**config.mk**
```make
export PLATFORM = sky130hd
export DESIGN_NAME = lvds_tx_arb
export DESIGN_NICKNAME = d
export VERILOG_FILES = /design/src/rtl/lvds_tx_arb_pkg.sv /design/src/rtl/lvds_tx_arb_rr_pick.sv /design/src/rtl/lvds_tx_arb.sv
export SDC_FILE = /design/constraint.sdc
export NUM_CORES = 1
export LEC_CHECK = 0
export CAP_MARGIN = 10
export CORE_UTILIZATION = 48
export DETAILED_ROUTE_END_ITERATION = 12
export PLACE_DENSITY_LB_ADDON = 0.12
export SYNTH_ARGS = -nofsm -noshare
export SYNTH_HDL_FRONTEND = slang
export SYNTH_HIERARCHICAL = 1
export SYNTH_SLANG_ARGS = --single-unit
```
**constraint.sdc**
```tcl
create_clock -name clk100m -period 3.4 [get_ports clk100m]
set_input_delay 0.85 -clock clk100m [delete_from_list [all_inputs] [get_ports clk100m]]
set_output_delay 0.85 -clock clk100m [all_outputs]
set_load 0.005 [all_outputs]
```
**src/rtl/lvds_tx_arb_pkg.sv**
```systemverilog
// Shared types and helpers for the LVDS TX frame arbiter.
package lvds_tx_arb_pkg;

   localparam int unsigned LEN_W  = 16;
   localparam int unsigned BYTE_W = 8;

   typedef enum logic [2:0] {
      StIdle  = 3'd0,
      StGrant = 3'd1,
      StXfer  = 3'd2,
      StDrain = 3'd3,
      StGap   = 3'd4
   } state_e;

   // Ceiling log2, floored at 1 so it can always size an index vector.
   function automatic int unsigned clog2(input int unsigned n);
      int unsigned r;
      r = 0;
      while ((64'd1 << r) < 64'(n)) r++;
      return (r == 0) ? 1 : r;
   endfunction

endpackage

```
**src/rtl/lvds_tx_arb_rr_pick.sv**
```systemverilog
// Combinational round-robin priority encoder: first set request at or after ptr, wrapping.
module lvds_tx_arb_rr_pick
   import lvds_tx_arb_pkg::*;
#(
   parameter int unsigned N = 4,
   localparam int unsigned IDW = clog2(N)
) (
   input  logic [N-1:0]   req,
   input  logic [IDW-1:0] ptr,
   output logic           found,
   output logic [IDW-1:0] idx
);

   int unsigned     j;
   logic [IDW-1:0]  jj;

   always_comb begin
      found = 1'b0;
      idx   = '0;
      j     = 0;
      jj    = '0;
      for (int unsigned k = 0; k < N; k++) begin
         j = 32'(ptr) + k;
         if (j >= N) j = j - N;
         jj = IDW'(j);
         if (!found && req[jj]) begin
            found = 1'b1;
            idx   = jj;
         end
      end
   end

endmodule

```
**src/rtl/lvds_tx_arb.sv**
```systemverilog
// Round-robin scheduler sharing one LVDS TX byte link between N_SRC frame FIFOs.
module lvds_tx_arb
   import lvds_tx_arb_pkg::*;
#(
   parameter int unsigned N_SRC   = 4,
   parameter int unsigned IFG_CYC = 6,
   parameter int unsigned MAX_LEN = 4096,
   localparam int unsigned ID_W   = clog2(N_SRC)
) (
   input  logic                      clk100m,
   input  logic                      rst,
   input  logic [N_SRC-1:0]          src_req,
   input  logic [LEN_W*N_SRC-1:0]    src_len,
   output logic [N_SRC-1:0]          src_rd,
   input  logic [BYTE_W*N_SRC-1:0]   src_da,
   output logic [BYTE_W-1:0]         txdata,
   output logic                      txen,
   output logic [LEN_W-1:0]          data_len,
   output logic                      len_en,
   output logic [ID_W-1:0]           grant_id,
   output logic                      busy,
   output logic                      err_len
);

   state_e              state_q, state_d;
   logic [ID_W-1:0]     grant_q, grant_d;
   logic [ID_W-1:0]     rr_ptr_q, rr_ptr_d;
   logic [LEN_W-1:0]    len_q, len_d;
   logic [LEN_W-1:0]    rd_cnt_q, rd_cnt_d;
   logic [LEN_W-1:0]    gap_cnt_q, gap_cnt_d;
   logic [LEN_W-1:0]    data_len_q, data_len_d;
   logic                len_en_q, len_en_d;
   logic                err_len_q, err_len_d;
   logic                txen_q, txen_d;

   logic                pick_found;
   logic [ID_W-1:0]     pick_idx;
   logic [LEN_W-1:0]    len_sel;
   logic [BYTE_W-1:0]   byte_sel;
   logic [ID_W-1:0]     next_ptr;

   lvds_tx_arb_rr_pick #(
      .N (N_SRC)
   ) u_rr_pick (
      .req   (src_req),
      .ptr   (rr_ptr_q),
      .found (pick_found),
      .idx   (pick_idx)
   );

   always_comb begin
      len_sel  = '0;
      byte_sel = '0;
      for (int unsigned i = 0; i < N_SRC; i++) begin
         if (pick_idx == ID_W'(i)) len_sel  = src_len[i*LEN_W +: LEN_W];
         if (grant_q == ID_W'(i))  byte_sel = src_da[i*BYTE_W +: BYTE_W];
      end
   end

   assign next_ptr = (grant_q == ID_W'(N_SRC - 1)) ? '0 : grant_q + ID_W'(1);

   always_comb begin
      state_d    = state_q;
      grant_d    = grant_q;
      rr_ptr_d   = rr_ptr_q;
      len_d      = len_q;
      rd_cnt_d   = rd_cnt_q;
      gap_cnt_d  = gap_cnt_q;
      data_len_d = data_len_q;
      len_en_d   = 1'b0;
      err_len_d  = 1'b0;
      txen_d     = (state_q == StXfer);

      unique case (state_q)
         StIdle: begin
            if (pick_found) begin
               grant_d = pick_idx;
               len_d   = len_sel;
               state_d = StGrant;
            end
         end
         StGrant: begin
            // Illegal lengths are skipped without touching the FIFO.
            if (len_q == '0 || 32'(len_q) > MAX_LEN) begin
               err_len_d = 1'b1;
               rr_ptr_d  = next_ptr;
               state_d   = StIdle;
            end else begin
               len_en_d   = 1'b1;
               data_len_d = len_q;
               rd_cnt_d   = '0;
               state_d    = StXfer;
            end
         end
         StXfer: begin
            rd_cnt_d = rd_cnt_q + LEN_W'(1);
            if (rd_cnt_q == len_q - LEN_W'(1)) state_d = StDrain;
         end
         StDrain: begin
            gap_cnt_d = '0;
            state_d   = StGap;
         end
         StGap: begin
            if (gap_cnt_q == LEN_W'(IFG_CYC - 1)) begin
               rr_ptr_d = next_ptr;
               state_d  = StIdle;
            end else begin
               gap_cnt_d = gap_cnt_q + LEN_W'(1);
            end
         end
         default: state_d = StIdle;
      endcase
   end

   always_ff @(posedge clk100m or posedge rst) begin
      if (rst) begin
         state_q    <= StIdle;
         grant_q    <= '0;
         rr_ptr_q   <= '0;
         len_q      <= '0;
         rd_cnt_q   <= '0;
         gap_cnt_q  <= '0;
         data_len_q <= '0;
         len_en_q   <= 1'b0;
         err_len_q  <= 1'b0;
         txen_q     <= 1'b0;
      end else begin
         state_q    <= state_d;
         grant_q    <= grant_d;
         rr_ptr_q   <= rr_ptr_d;
         len_q      <= len_d;
         rd_cnt_q   <= rd_cnt_d;
         gap_cnt_q  <= gap_cnt_d;
         data_len_q <= data_len_d;
         len_en_q   <= len_en_d;
         err_len_q  <= err_len_d;
         txen_q     <= txen_d;
      end
   end

   always_comb begin
      src_rd = '0;
      for (int unsigned i = 0; i < N_SRC; i++) begin
         src_rd[i] = (state_q == StXfer) && (grant_q == ID_W'(i));
      end
   end

   // FIFO byte lands one cycle after the read, aligned with txen; gated to 0 when idle.
   always_comb begin
      txdata = '0;
      if (txen_q) txdata = byte_sel;
   end

   assign txen     = txen_q;
   assign data_len = data_len_q;
   assign len_en   = len_en_q;
   assign err_len  = err_len_q;
   assign grant_id = grant_q;
   assign busy     = (state_q != StIdle);

endmodule

```
==> impl_metrics.json <==
{
  "clock.fmax_mhz": 303.8,
  "port-buffer-count": 135,
  "hold_path_class": "reg -> reg",
  "hpwl_microns": 9106,
  "drt_iter0_drc": 143,
  "synth_ff_type": "dfrtp_1",
  "wl_microns": 12010,
  "gp_routability_congestion": 0.8123,
  "critPathMaxFanout": 7,
  "yosysUniqueCellTypes": 53,
  "core_sq_mm": 0.009284,
  "viasPerCell": 5.487,
  "place_inst": 737,
  "leakage_nw": 2.666,
  "total_power_mw": 4.347,
  "initial_utilization_pct": 49.77,
  "grt-busiest-layer": "met2",
  "cp_data_arrival_time_ns": 2.44,
  "syn-num-nets": 605,
  "drive_above_1_share_pct": 12.42,
  "num_rows": 35,
  "drtPass1Iterations": 4,
  "hold_viol": 0,
  "skew_ns": 0.01426,
  "met3_usage_pct": 6.825,
  "period_minus_slack_ns": 3.292,
  "synth_edf_count": 0,
  "synth_top_area_cell": "dfrtp_1",
  "cts_root_buffer": "clkbuf_8",
  "ioPinCount": 136,
  "worst_slew_pin_slew_ns": 0.6064,
  "drtAntennaViolNets": 0,
  "power.density_mw_per_mm2": 679.3,
  "holdWs_ns": 0.4854,
  "layout.nets": 734,
  "syn_inst": 494,
  "grt_first_pass_wirelength_microns": 19630,
  "netlist.area_leader.share_pct": 40.08,
  "grt_pass1_vias": 4084,
  "relSlewSlack_pct": 59.58,
  "ir_worst_vdd_v": 0.0003222,
  "fin_area_sq_mm": 0.006400,
  "cts-hold-fix-buffers": 0,
  "syn-cell-area_sq_mm": 0.004621,
  "grt_max_degree": 34,
  "chipHeight_microns": 100.1,
  "grt-ovfl-total": 0,
  "cp-start-kind": "flop",
  "die_area_sq_mm": 0.01002,
  "grt_antenna_before_repair": 0,
  "placed_cell_area_sq_mm": 0.006101,
  "slew_viol_final": 0,
  "insertion_delay_ns": 0.36,
  "syn_to_final_growth_pct": 38.51,
  "crit_type": "reg -> out",
  "yosysMostFrequentCell": "dfrtp_1",
  "finalCritPeriodShare_pct": 96.81,
  "dieWidth_microns": 100.1,
  "worstPathRequired_ns": 2.55,
  "route.detailed.drc": 0,
  "clkSinkCount": 74,
  "ctsLongestPathBuffers": 2,
  "ys_warn_count": 6,
  "stdcell_count": 757,
  "htree_levels": 3,
  "end_kind": "primary output",
  "synthTopCellsByCount": "dfrtp_1, nand2_1, nor2_1, o21ai_0, a21oi_1",
  "maxCapViolCount": 0,
  "cts_buffers": 9,
  "diodes": 0,
  "ys_ff_latch": 74,
  "cts_tree": "built",
  "ys_top_cells_by_area": "dfrtp_1, mux4_2, nand2_1",
  "clkSlewWorstSetupHoldPaths_ns": 0.08,
  "ys_async_sr_fraction_pct": 100.0,
  "use_met1_pct": 34.55,
  "ys_seq_area_share_pct": 40.08,
  "setup_ws_ns": 0.1084,
  "grt_usage_pct": 25.25,
  "use_met2_pct": 40.32,
  "run_status": "finished clean",
  "num_vias": 4154,
  "setup_violations": 0,
  "syn_avg_cell_area_sq_um": 9.354,
  "routedWlPerCell_microns": 15.86,
  "pre_cts_ws_ns": 0.1879
}
-- layout by cell type (no fill, tap or decap), types with 3 or more instances in the layout --
cell type / Yosys / layout
nor4_4: 3 / 3
buf_4: 0 / 11
clkdlybuf4s50_1: 0 / 134
a22oi_1: 8 / 6
nand3_1: 13 / 13
nor2_1: 39 / 39
o21ai_0: 26 / 26
mux2_2: 15 / 15
nor2b_1: 3 / 3
o21ai_1: 10 / 10
a21oi_1: 22 / 20
nor4_1: 8 / 8
or3_1: 4 / 4
nor3_1: 9 / 9
xnor2_1: 20 / 20
dfrtp_1: 74 / 73
mux4_2: 16 / 16
clkbuf_8: 0 / 11
nand2_1: 69 / 69
and3_1: 5 / 5
inv_2: 1 / 3
nor3b_1: 4 / 4
a31oi_1: 7 / 7
nand4_1: 14 / 14
xor2_1: 18 / 18
inv_1: 16 / 14
ha_1: 9 / 7
and2_1: 19 / 19
-- cells by family (layout without fill, tap and decap cells) --
logic type	Yosys count	in the layout	share of synthesized area, %
and+or+nand+nor	204	204	22.88
AOI/OAI and AO/OA	88	88	11.26
xor gates and xnor gates	38	38	7.203
adders and majority gates	9	9	2.437
muxes	33	33	11.89
DFF	74	74	40.08
buffers and inverters	48	182	4.251
-- worst max-delay path: stages (launching register included) --
cell and delay, ns:
dfrtp_2 0.43, inv_1 0.12, ha_1 0.22, nor2b_1 0.14
buf_4 0.16, a22oi_1 0.07, nor2_1 0.09, a21oi_1 0.04
o21ai_0 0.16, and2_1 0.14, clkdlybuf4s50_1 0.52
-- timing repair --
item	CTS	global route
pin swaps	0	0
gates resized for setup	1	8
buffers inserted	0	4
endpoints found under the setup margin	3	8
-- report_power, final --
part           internal [mW]  leakage [nW]  total, mW  switching (mW)
clock                  0.457         0.116      0.802           0.345
combinational           1.11          1.58       2.06           0.952
sequential              1.12         0.967       1.48           0.363
-- layer usage --
layer	up-vias	part of all wire, %
met2	151	47
met5	-	0
met3	14	6.9
met4	0	0.96
li1	2013	-
met1	1976	45
-- layout make-up --
| type | count | area (sq um) |
|---|---|---|
| Multi-Input combinational cell | 372 | 2605 |
| Timing Repair Buffer | 148 | 1476 |
| Clock inverter | 5 | 85.08 |
| Fill cell | 744 | 2884 |
| Tap cell | 129 | 161.4 |
| Inverter | 18 | 67.56 |
| Clock buffer | 11 | 151.4 |
| Sequential cell | 74 | 1853 |
-- state kept, by name, summed over array words and instances (netlist names) --
signal	cells
gap_cnt_q	16
len_q	16
rr_ptr_q	2
txen	1
data_len	16
grant_id	2
state_q	3
err_len	1
rd_cnt_q	16
len_en	1
-- final timing paths --
| kind | startpoint | endpoint | slack (ns) | depth (start not counted) |
|---|---|---|---|---|
| worst max-delay path | grant_id[0]$_DFFE_PP0P_ | txdata[1] | 0.11 | 10 |
| worst min-delay path | data_len[14]$_DFFE_PP0P_ | data_len[14]$_DFFE_PP0P_ | 0.49 | 1 |
| worst max register to register | len_q[0]$_DFFE_PP0P_ | rr_ptr_q[1]$_DFFE_PP0P_ | 0.67 | 8 |
| worst min register to register | data_len[14]$_DFFE_PP0P_ | data_len[14]$_DFFE_PP0P_ | 0.49 | 1 |
| max in group asynchronous | rst | rd_cnt_q[1]$_DFFE_PP0P_ | 1.92 | 3 |
| min in group asynchronous | rst | data_len[6]$_DFFE_PP0P_ | 0.80 | 2 |
-- through the flow --
stage,util (%),TNS (ns)
6_report,68.94,0
5_1_grt,68.94,-0.1399
4_1_cts,68.29,0
3_5_place_dp,65.71,0
3_3_place_gp,65.71,0
2_1_floorplan,-,0
(Power assumes the default switching activity.)
